--- config.mk ---
export PLATFORM = sky130hd
export DESIGN_NAME = amem_ctl
export DESIGN_NICKNAME = d
export VERILOG_FILES = /design/src/rtl/amem_ctl.sv
export SDC_FILE = /design/constraint.sdc
export NUM_CORES = 1
export LEC_CHECK = 0
export ABC_CLOCK_PERIOD_IN_PS = 3480
export BUFFER_PORTS_ARGS = -buffer_cell sky130_fd_sc_hd__buf_2
export CAP_MARGIN = 20
export CORE_AREA = 2 2 95 97
export CTS_CLUSTER_SIZE = 40
export DETAILED_ROUTE_END_ITERATION = 16
export DIE_AREA = 0 0 97 99
export GPL_TIMING_DRIVEN = 0
export PLACE_DENSITY = 0.88
export SYNTH_ARGS = -nofsm -noshare
export SYNTH_HDL_FRONTEND = slang
export SYNTH_SLANG_ARGS = --single-unit
--- constraint.sdc ---
create_clock -name clk -period 3.48 [get_ports clk]
set_input_delay 0.348 -clock clk [delete_from_list [all_inputs] [get_ports clk]]
set_output_delay 0.348 -clock clk [all_outputs]
set_load 0.1 [all_outputs]
--- src/rtl/amem_ctl.sv ---
`timescale 1ns/1ps
// amem_ctl: owns the A-memory RAM port. After reset it zero-fills the RAM,
//   then shares the RAM between the CPU datapath (priority) and the spy port.
// Latency: CPU accesses pass through in the same cycle, and read data is
//   returned the next cycle. A spy write is acked 1 cycle after its grant,
//   and a spy read is acked 2 cycles after its grant.
// Backpressure: cpu_stall during zero-fill and on a forced spy grant.
//   spy_req is a level that the spy holds until spy_ack.
// Ports:
//   clk, reset            clock; synchronous active-high reset
//   cpu_aadr/arp/awp/l    CPU address, read strobe, write strobe, write data
//   cpu_amem, cpu_stall   CPU read data (held between reads), stall
//   spy_req/we/addr/wdata spy request, direction, address, write data
//   spy_ack, spy_rdata    one-cycle completion pulse, read data (held)
//   init_busy             zero-fill in progress
//   mem_addr/re/we/wdata  RAM command port (shared address)
//   mem_q                 RAM read data, valid the cycle after mem_re
module amem_ctl #(
  parameter int ADDR_WIDTH     = 10,
  parameter int DATA_WIDTH     = 32,
  parameter bit CLEAR_ON_RESET = 1'b1,
  parameter int STARVE_LIMIT   = 16
) (
  input  logic                  clk,
  input  logic                  reset,
  input  logic [ADDR_WIDTH-1:0] cpu_aadr,
  input  logic                  cpu_arp,
  input  logic                  cpu_awp,
  input  logic [DATA_WIDTH-1:0] cpu_l,
  output logic [DATA_WIDTH-1:0] cpu_amem,
  output logic                  cpu_stall,
  input  logic                  spy_req,
  input  logic                  spy_we,
  input  logic [ADDR_WIDTH-1:0] spy_addr,
  input  logic [DATA_WIDTH-1:0] spy_wdata,
  output logic                  spy_ack,
  output logic [DATA_WIDTH-1:0] spy_rdata,
  output logic                  init_busy,
  output logic [ADDR_WIDTH-1:0] mem_addr,
  output logic                  mem_re,
  output logic                  mem_we,
  output logic [DATA_WIDTH-1:0] mem_wdata,
  input  logic [DATA_WIDTH-1:0] mem_q
);

  typedef enum logic [1:0] {
    ST_CLEAR   = 2'd0,
    ST_IDLE    = 2'd1,
    ST_RD_WAIT = 2'd2,
    ST_ACK     = 2'd3
  } state_t;

  localparam logic [7:0] STARVE_MAX = 8'(STARVE_LIMIT);

  state_t                state;
  state_t                state_nxt;
  logic [ADDR_WIDTH-1:0] clr_addr;
  logic [7:0]            starve_cnt;
  logic                  cpu_rd_d;
  logic [DATA_WIDTH-1:0] amem_hold;
  logic [DATA_WIDTH-1:0] spy_rdata_q;

  logic                  cpu_req;
  logic                  starved;
  logic                  spy_grant;
  logic                  cpu_ok;
  logic                  cpu_rd_go;

  // Arbitration. The spy op itself (write, or read command) happens in the
  // IDLE cycle where the grant is made. This way the CPU only loses the RAM
  // when it is idle, or when it is explicitly stalled by a forced grant.
  always_comb begin
    cpu_req   = cpu_arp | cpu_awp;
    starved   = (starve_cnt >= STARVE_MAX);
    spy_grant = (state == ST_IDLE) && spy_req && (!cpu_req || starved);
    cpu_ok    = ((state == ST_IDLE) && !spy_grant) ||
                (state == ST_RD_WAIT) || (state == ST_ACK);
    cpu_rd_go = cpu_arp && cpu_ok;
  end

  // Next state and RAM command mux.
  always_comb begin
    state_nxt = state;
    mem_addr  = cpu_aadr;
    mem_re    = 1'b0;
    mem_we    = 1'b0;
    mem_wdata = cpu_l;
    cpu_stall = 1'b0;
    init_busy = 1'b0;
    spy_ack   = 1'b0;

    case (state)
      ST_CLEAR: begin
        mem_addr  = clr_addr;
        mem_we    = 1'b1;
        mem_wdata = '0;
        cpu_stall = 1'b1;
        init_busy = 1'b1;
        if (clr_addr == {ADDR_WIDTH{1'b1}}) begin
          state_nxt = ST_IDLE;
        end
      end

      ST_IDLE: begin
        if (spy_grant) begin
          mem_addr  = spy_addr;
          mem_we    = spy_we;
          mem_re    = !spy_we;
          mem_wdata = spy_wdata;
          // A grant while the CPU is strobing can only be the forced one.
          cpu_stall = cpu_req;
          state_nxt = spy_we ? ST_ACK : ST_RD_WAIT;
        end else begin
          mem_re = cpu_arp;
          mem_we = cpu_awp;
        end
      end

      // The spy read data lands this cycle, but the RAM port is free for the CPU.
      ST_RD_WAIT: begin
        mem_re    = cpu_arp;
        mem_we    = cpu_awp;
        state_nxt = ST_ACK;
      end

      ST_ACK: begin
        spy_ack   = 1'b1;
        mem_re    = cpu_arp;
        mem_we    = cpu_awp;
        state_nxt = ST_IDLE;
      end

      default: begin
        state_nxt = ST_IDLE;
      end
    endcase

    // While reset is held, present the post-reset output values.
    // This stops a half-finished operation from touching the RAM.
    if (reset) begin
      mem_re    = 1'b0;
      mem_we    = 1'b0;
      spy_ack   = 1'b0;
      cpu_stall = CLEAR_ON_RESET;
      init_busy = CLEAR_ON_RESET;
    end
  end

  always_ff @(posedge clk) begin
    if (reset) begin
      state       <= CLEAR_ON_RESET ? ST_CLEAR : ST_IDLE;
      clr_addr    <= '0;
      starve_cnt  <= 8'd0;
      cpu_rd_d    <= 1'b0;
      amem_hold   <= '0;
      spy_rdata_q <= '0;
    end else begin
      state <= state_nxt;

      if (state == ST_CLEAR) begin
        clr_addr <= clr_addr + 1'b1;
      end

      // The count only advances in IDLE, because that is the only state
      // where a grant could have been given. Any grant or dropped request
      // restarts the count.
      if (!spy_req || spy_grant) begin
        starve_cnt <= 8'd0;
      end else if ((state == ST_IDLE) && (starve_cnt != 8'hFF)) begin
        starve_cnt <= starve_cnt + 8'd1;
      end

      cpu_rd_d <= cpu_rd_go;
      if (cpu_rd_d) begin
        amem_hold <= mem_q;
      end

      if (state == ST_RD_WAIT) begin
        spy_rdata_q <= mem_q;
      end
    end
  end

  // The CPU sees live RAM data only in the cycle after its own read.
  // Otherwise it sees its last read value, so spy reads stay invisible to it.
  assign cpu_amem  = reset ? '0 : (cpu_rd_d ? mem_q : amem_hold);
  assign spy_rdata = spy_rdata_q;

endmodule

==> Word-level counts from Yosys, hierarchy flattened <==
Index checks and enable logic that the tools add are counted.
{ "classes": {"n_reduce_logical": 17, "n_eq_ne": 7, "n_bitwise": 1, "mux": 23, "n_lt_le_gt_ge": 1, "addsub": 2} }
{ "ops": {"columns": ["cell", "n"], "rows": [
  ["$mux W32", 3],
  ["$pmux W32 S2", 1],
  ["$pmux W10 S2", 1],
  ["$mux W1", 11],
  ["$add A10 B1 Y10 const B", 1],
  ["$eq A10 B10 Y1 const B", 1],
  ["$mux W10", 1],
  ["$add A8 B1 Y8 const B", 1],
  ["$ge A8 B5 Y1 const B", 1],
  ["$ne A8 B8 Y1 const B", 1],
  ["$pmux W2 S4", 1],
  ["$logic_and A1 B1 Y1", 5],
  ["$eq A2 B2 Y1 const B", 2],
  ["$logic_not A1 Y1", 4],
  ["$logic_or A1 B1 Y1", 4],
  ["$mux W2", 2],
  ["$ne A2 B2 Y1 const B", 2],
  ["$pmux W1 S2", 2],
  ["$reduce_or A2 Y1", 2],
  ["$pmux W1 S3", 1],
  ["$eq A2 B1 Y1 const B", 1],
  ["$logic_not A2 Y1", 1],
  ["$reduce_and A2 Y1", 1],
  ["$or A1 B1 Y1", 1]
]} }
{ "word_totals": {"elab_cells": 57, "register_bits": 85, "input_bits": 122} }

==> Depth between registers and ports, before layout <==
Gate-level depths: netlist of the first run.
{ "depth": {"depth_word": 9, "mapped_depth": 7, "ltp_nobuf": 6} }

==> Least setup slack after synthesis of the first run <==
Ideal clock, no wire load.
{ "synth_timing": {"kind": "reg2out", "start": "register state[0]", "end": "output port mem_re", "path_stages_with_launch": 7, "slack_ps": 161, "n_path_buf": 1, "arrival_ps": 2971, "cell_sequence": "dfxtp_1 -> inv_1 -> ha_1 -> clkbuf_1 -> nor2_1 -> inv_1 -> o31ai_2"} }
{ "synth_via": {"elab_chain_cells": 6} }
{ "synth_rtl": {"columns": ["element", "line_no", "text"], "rows": [
  ["start: declaration", "55", "state_t state;"],
  ["start signal: assignment", "151", "state <= CLEAR_ON_RESET ? ST_CLEAR : ST_IDLE;"],
  ["start signal: assignment", "158", "state <= state_nxt;"],
  ["$eq A2 B1 Y1", "75, 92", null],
  ["$logic_and A1 B1 Y1 (2 in series)", "75", "spy_grant = (state == ST_IDLE) && spy_req && (!cpu_req || starved);"],
  ["$mux W1", "105", "if (spy_grant) begin"],
  ["$pmux W1 S2 (*)", "92", "case (state)"],
  ["$mux W1 (*)", "140", "if (reset) begin"],
  ["end: declaration", "40", "output logic mem_re,"]
]} }
Every way passes the cells marked *; elsewhere a longest branch is shown, timed or not.

==> Worst setup path in the final report of the first run <==
{ "layout_timing": {"start": "register state[1]", "end": "output port mem_we"} }
{ "layout_via": {"elab_chain_cells": 6} }
{ "layout_rtl": {"columns": ["element", "line_no", "text"], "rows": [
  ["$eq A2 B1 Y1", "75, 92", null],
  ["$logic_and A1 B1 Y1 (2 in series)", "75", null],
  ["$mux W1", "105", null],
  ["$pmux W1 S3 (*)", "92", null],
  ["$mux W1 (*)", "140", null],
  ["end: declaration", "41", "output logic mem_we,"]
]} }
Marked as above.

==> impl_metrics.env, run 1 <==
export IMPL_hpwlAfterDp_mm=9.26
export IMPL_grt_pass1_vias=3973
export IMPL_fillers=699
export IMPL_drt_total_wl_mm=11.7
export IMPL_start_kind="flip-flop"
export IMPL_grt_busiest_layer="met2"
export IMPL_cp_cell_sequence="inv_1 -> ha_1 -> inv_2 -> a211oi_4 -> buf_6 -> a21oi_1 -> a21oi_1 -> buf_2"
export IMPL_crit_type="flip-flop to output pin"
export IMPL_firstDrtPassIters=4
export IMPL_synth_edf_count=0
export IMPL_rsz0062_at_grt="no"
export IMPL_synth_cell_type_count=42
export IMPL_drv_slew=0
export IMPL_drive_above_1_share=0.418
export IMPL_grtUsageMet2=0.439
export IMPL_worstMarginPinSlew_ns=0.551
export IMPL_pre_cts_slack_ns=0.823
export IMPL_syn2layout_area_growth_pct=38.3
export IMPL_slowest_delay_ns=0.53
export IMPL_h_tree_depth=3
export IMPL_worstPathMaxFanout=10
export IMPL_grt_util_met1=0.256
export IMPL_grt_start_max_net_pins=17
export IMPL_setup_ws_ns=0.475
export IMPL_vdd_drop_max_mv=0.720
export IMPL_wl_per_cell_um=15.4
export IMPL_netlist_area_leader_share=0.434
export IMPL_period_needed_ns=3.01
export IMPL_clkLatencyLatePin_ns=0.35
export IMPL_async_flop_share=0
export IMPL_via_per_inst=5.17
export IMPL_cts_buffer_depth=2
export IMPL_fmaxAchievable_ghz=0.333
export IMPL_cts_setup_buffers=0
export IMPL_finalClockSkew_ns=0.0139
export IMPL_rrSetupSlack_ns=1.57
export IMPL_synth_area_per_cell_um2=9.72
export IMPL_port_buffers=231
export IMPL_ys_ff_latch=85
export IMPL_use_met3=0.0582
export IMPL_dieArea_um2=9600
export IMPL_synth_flop_cell="dfxtp_1"
export IMPL_yosys_top_cells_count="85 x dfxtp_1, 80 x nor2_1, 68 x mux2i_1"
export IMPL_leakage_nw=2.66
export IMPL_start_util=0.459
export IMPL_timing_setup_tns_ns=0
export IMPL_dpl_cell_count=743
export IMPL_critPathArrivalTime_ns=2.66
export IMPL_dr_first_iter_drc_count=106
export IMPL_yosysMostFrequentCell="dfxtp_1"
export IMPL_post_dp_cell_area_um2=5220
export IMPL_whs_ns=0.250
export IMPL_hp_start="mem_q[22]"
export IMPL_power_total_mw=5.18
export IMPL_drtAntennaViolNets=0
export IMPL_grtUsageTotal=0.236
export IMPL_cp_data_required_time_ns=3.13
export IMPL_netlist_top_cells_area="dfxtp_1 43%, mux2i_1 17%, a22o_1 9.4%, nor2_1 7.7%, ha_1 2.2%"
export IMPL_critPathMostFrequentCell="a21oi_1"
export IMPL_status="completed"
export IMPL_worstHoldEndpoint="spy_rdata[22]$_SDFFE_PP0P_"
export IMPL_cts_made_buffers=9
export IMPL_hold_viol=0
export IMPL_die_h_um=99
export IMPL_syn_nets=533
export IMPL_fin_util=0.635
export IMPL_grt_pass1_wl_mm=18.7
export IMPL_cts_tree="built"
export IMPL_power_density_nw_per_um2=954
export IMPL_cts_root_buf="clkbuf_8"
export IMPL_vias=3926
export IMPL_syn_inst=404
export IMPL_instances_no_fill=759
export IMPL_grt_antenna_before_repair=0
export IMPL_design_area_um2=5430
export IMPL_max_slew_margin=0.632
export IMPL_post_route_period_util=0.864
export IMPL_boundaryPins=233
export IMPL_hp_class="primary input to flip-flop"
export IMPL_syn_area_um2=3930
export IMPL_place_congestion=0.825
export IMPL_cts_resized=0
export IMPL_cts_sinks=85
export IMPL_drv_cap=0
export IMPL_drc_errors=0
export IMPL_ys_warnings_count=0
export IMPL_end_kind="output pin"
export IMPL_finalSetupViolCount=0
export IMPL_die_x_um=97
export IMPL_hold_path_cell_count=3
export IMPL_placement_rows=34
export IMPL_seq_area_frac_synth=0.434
export IMPL_num_antenna_cells=0
export IMPL_r2r_start="state[0]$_SDFFE_PP0P_"
export IMPL_reg2reg_to="clr_addr[7]$_SDFFE_PP0P_"
export IMPL_core_area_um2=8550
export IMPL_grt_overflow=0
export IMPL_holdBufCountCts=0
export IMPL_clkTransAtPathRegs_ns=0.10
export IMPL_rr_worst_depth=6
export IMPL_yosys_area_top_type="dfxtp_1"
export IMPL_nNetsFinal=775
export IMPL_cp_slowest_cell="a211oi_4"
[sequential cells by signal, indices dropped and copies added, names as in the netlist]
register / count
state: 2
cpu_rd_d: 1
starve_cnt: 8
spy_rdata: 32
amem_hold: 32
clr_addr: 10
[cell families (layout without fill, tap and decap cells)]
kind of cell    Yosys count  count (layout)  synth area share
fa+ha+maj                 7               7            0.0223
xor+xnor                  9               9            0.0201
buf+inv                  39             286            0.0523
mux                      68              68             0.173
compound gates           77              77             0.162
simple gates            119             119             0.137
flops                    85              85             0.434
[how the worst max path moves through the flow]
stage / startpoint / end
3_3_place_gp: state[1]$_SDFFE_PP0P_ / mem_we
6_report: state[1]$_SDFFE_PP0P_ / mem_we
5_1_grt: state[1]$_SDFFE_PP0P_ / mem_we
4_1_cts: state[1]$_SDFFE_PP0P_ / mem_we
2_1_floorplan: state[0]$_SDFFE_PP0P_ / mem_re
3_5_place_dp: state[1]$_SDFFE_PP0P_ / mem_we
[worst max-delay path: cells and delay by family (launching register included)]
kind                     cells  cell delay [ns]
AO/OA/AOI/OAI                3             0.75
buffers and inverters        4             0.93
adder cells (fa/ha/maj)      1             0.28
flip-flops                   1             0.35
[power breakdown]
group | switching (mW) | internal, mW | leakage, nW
Combinational | 2.73 | 0.642 | 1.87
Clock | 0.371 | 0.363 | 0.105
Sequential | 0.0427 | 1.03 | 0.686
[cells in the final DEF (no fill, tap or decap), types with 2 or more instances in the layout]
cell,count
nor3_1,3
buf_1,3
nand3_1,3
a31oi_1,2
a21oi_1,8
or3_1,6
dfxtp_1,85
nand2_1,11
buf_2,239
ha_1,7
clkbuf_8,10
a22o_1,42
mux2i_1,68
xnor2_1,4
clkbuf_1,9
nand2b_1,2
o21ai_1,2
buf_6,5
a21o_1,11
nor2_1,80
o21ai_0,2
buf_4,3
nand4_1,5
xor2_1,5
inv_1,10
inv_6,2
and3_1,2
o211ai_1,2
[cell type report]
class                   instances  area [um^2]  share of cell area
repair buffers                231         1160               0.213
clock inverters                 6         75.1              0.0138
plain buffers                  28          164              0.0302
clock buffers                  10          138              0.0254
flip-flops and latches         85         1700               0.313
well taps                     108          135              0.0249
inverters                      11         41.3             0.00761
multi-input cells             280         2020               0.372
[layer usage]
| metal | vias to the layer above | share of wire |
|---|---|---|
| met5 | - | 0 |
| met4 | 0 | 0.030 |
| met3 | 26 | 0.068 |
| met2 | 171 | 0.51 |
| met1 | 1817 | 0.39 |
| li1 | 1912 | - |
Power figures use the tool's default switching activity.
==> run 2: changes to the inputs <==
Settings changed: PLACE_DENSITY 0.88 to 0.95.
==> run 2 against run 1 <==
Routed wire length rose by 3.1%. Clock skew rose by 0.0049 ns. Fmax fell by 1.5%. Die area did not move. Clock power fell by 11%. Critical path depth did not move. Clock-buffer cell count fell by 1. First-iteration DRC count rose by 52%. Setup slack got worse by 0.047 ns.
==> impl_metrics.env, run 2 (synthesis gave the netlist of run 1 again) <==
export IMPL_instances_no_fill=761
export IMPL_cts_setup_buffers=0
export IMPL_worstMarginPinSlew_ns=0.606
export IMPL_slowest_delay_ns=0.52
export IMPL_period_needed_ns=3.05
export IMPL_grt_pass1_vias=3985
export IMPL_placement_rows=34
export IMPL_cp_cell_sequence="inv_1 -> ha_1 -> inv_2 -> a211oi_4 -> buf_6 -> a21oi_1 -> a21oi_1 -> buf_2"
export IMPL_max_slew_margin=0.596
export IMPL_whs_ns=0.243
export IMPL_finalClockSkew_ns=0.0188
export IMPL_vias=3996
export IMPL_grt_overflow=0
export IMPL_port_buffers=231
export IMPL_mostFrequentLayoutCell="buf_2"
export IMPL_drv_cap=0
export IMPL_dpl_cell_count=743
export IMPL_rsz0062_at_grt="no"
export IMPL_cts_made_buffers=9
export IMPL_grtUsageTotal=0.240
export IMPL_post_route_period_util=0.877
export IMPL_grt_antenna_before_repair=2
export IMPL_post_dp_cell_area_um2=5220
export IMPL_drt_total_wl_mm=12.1
export IMPL_leakage_nw=2.65
export IMPL_syn2layout_area_growth_pct=37.6
export IMPL_critPathMostFrequentCell="a21oi_1"
export IMPL_hold_viol=0
export IMPL_drc_errors=0
export IMPL_nNetsFinal=775
export IMPL_start_kind="flip-flop"
export IMPL_hp_class="primary input to flip-flop"
export IMPL_die_x_um=97
export IMPL_clkLatencyLatePin_ns=0.35
export IMPL_critPathArrivalTime_ns=2.70
export IMPL_cts_sinks=85
export IMPL_cp_slowest_cell="a211oi_4"
export IMPL_finalSetupViolCount=0
export IMPL_firstDrtPassIters=4
export IMPL_clkTransAtPathRegs_ns=0.10
export IMPL_timing_setup_tns_ns=0
export IMPL_final_cell_mix="239 x buf_2, 85 x dfxtp_1, 80 x nor2_1, 68 x mux2i_1, 42 x a22o_1"
export IMPL_cts_buffer_depth=2
export IMPL_holdBufCountCts=0
export IMPL_vdd_drop_max_mv=0.506
export IMPL_drtAntennaViolNets=0
export IMPL_end_kind="output pin"
export IMPL_wl_per_cell_um=15.9
export IMPL_grt_pass1_wl_mm=18.8
export IMPL_h_tree_depth=3
export IMPL_cts_resized=0
export IMPL_dr_first_iter_drc_count=161
export IMPL_via_per_inst=5.25
export IMPL_cts_root_buf="clkbuf_8"
export IMPL_place_congestion=0.851
export IMPL_dieArea_um2=9600
export IMPL_cp_data_required_time_ns=3.13
export IMPL_boundaryPins=233
export IMPL_design_area_um2=5400
export IMPL_drv_slew=0
export IMPL_core_area_um2=8550
export IMPL_fmaxAchievable_ghz=0.328
export IMPL_crit_type="flip-flop to output pin"
export IMPL_grt_start_max_net_pins=17
export IMPL_cts_tree="built"
export IMPL_worstPathMaxFanout=10
export IMPL_drive_above_1_share=0.418
export IMPL_status="completed"
export IMPL_hpwlAfterDp_mm=9.43
export IMPL_start_util=0.459
export IMPL_die_h_um=99
export IMPL_power_density_nw_per_um2=944
-- run 2: layout make-up --
cell class,count,area [um^2]
Clock buffer,9,124
Fill cell,745,3150
Clock inverter,7,57.6
Antenna cell,2,5.00
Buffer,28,164
Sequential cell,85,1700
Timing Repair Buffer,231,1160
Inverter,11,41.3
Tap cell,108,135
Multi-Input combinational cell,280,2020
-- run 2: final timing paths --
path	start	end	slack (ns)	cells past startpoint
hold reg to reg	spy_rdata[1]$_SDFFE_PP0P_	spy_rdata[1]$_SDFFE_PP0P_	0.50	2
setup reg to reg	state[0]$_SDFFE_PP0P_	clr_addr[9]$_SDFFE_PP0P_	1.54	7
hold / removal	mem_q[28]	spy_rdata[28]$_SDFFE_PP0P_	0.24	3
setup / recovery	state[1]$_SDFFE_PP0P_	mem_we	0.43	8
-- run 2: metal layers --
| metal | routed length (um) | track usage | vias to the layer above |
|---|---|---|---|
| li1 | - | - | 1913 |
| met4 | 468 | 0.118 | 0 |
| met3 | 840 | 0.0546 | 33 |
| met1 | 4640 | 0.258 | 1849 |
| met2 | 6120 | 0.443 | 201 |
| met5 | 0 | 0 | - |
-- run 2: critical path: cells and delay by family, from the launching register on --
kind / cells / cell delay, ns
compound gates: 3 / 0.77
fa+ha+maj: 1 / 0.29
buf+inv: 4 / 0.93
flops: 1 / 0.35
-- run 2: power by group --
group,leakage [nW],switching (mW),internal [mW]
logic,1.87,2.73,0.642
registers,0.686,0.0416,1.03
clock network,0.0882,0.386,0.270
-- run 2: per-stage QoR --
stage	power [mW]	setup slack (ns)	utilization
2_1_floorplan	3.96	0.161	-
3_3_place_gp	4.42	0.846	0.610
3_5_place_dp	4.47	0.769	0.610
4_1_cts	5.12	0.386	0.631
5_1_grt	5.28	0.226	0.632
6_report	5.10	0.428	0.632
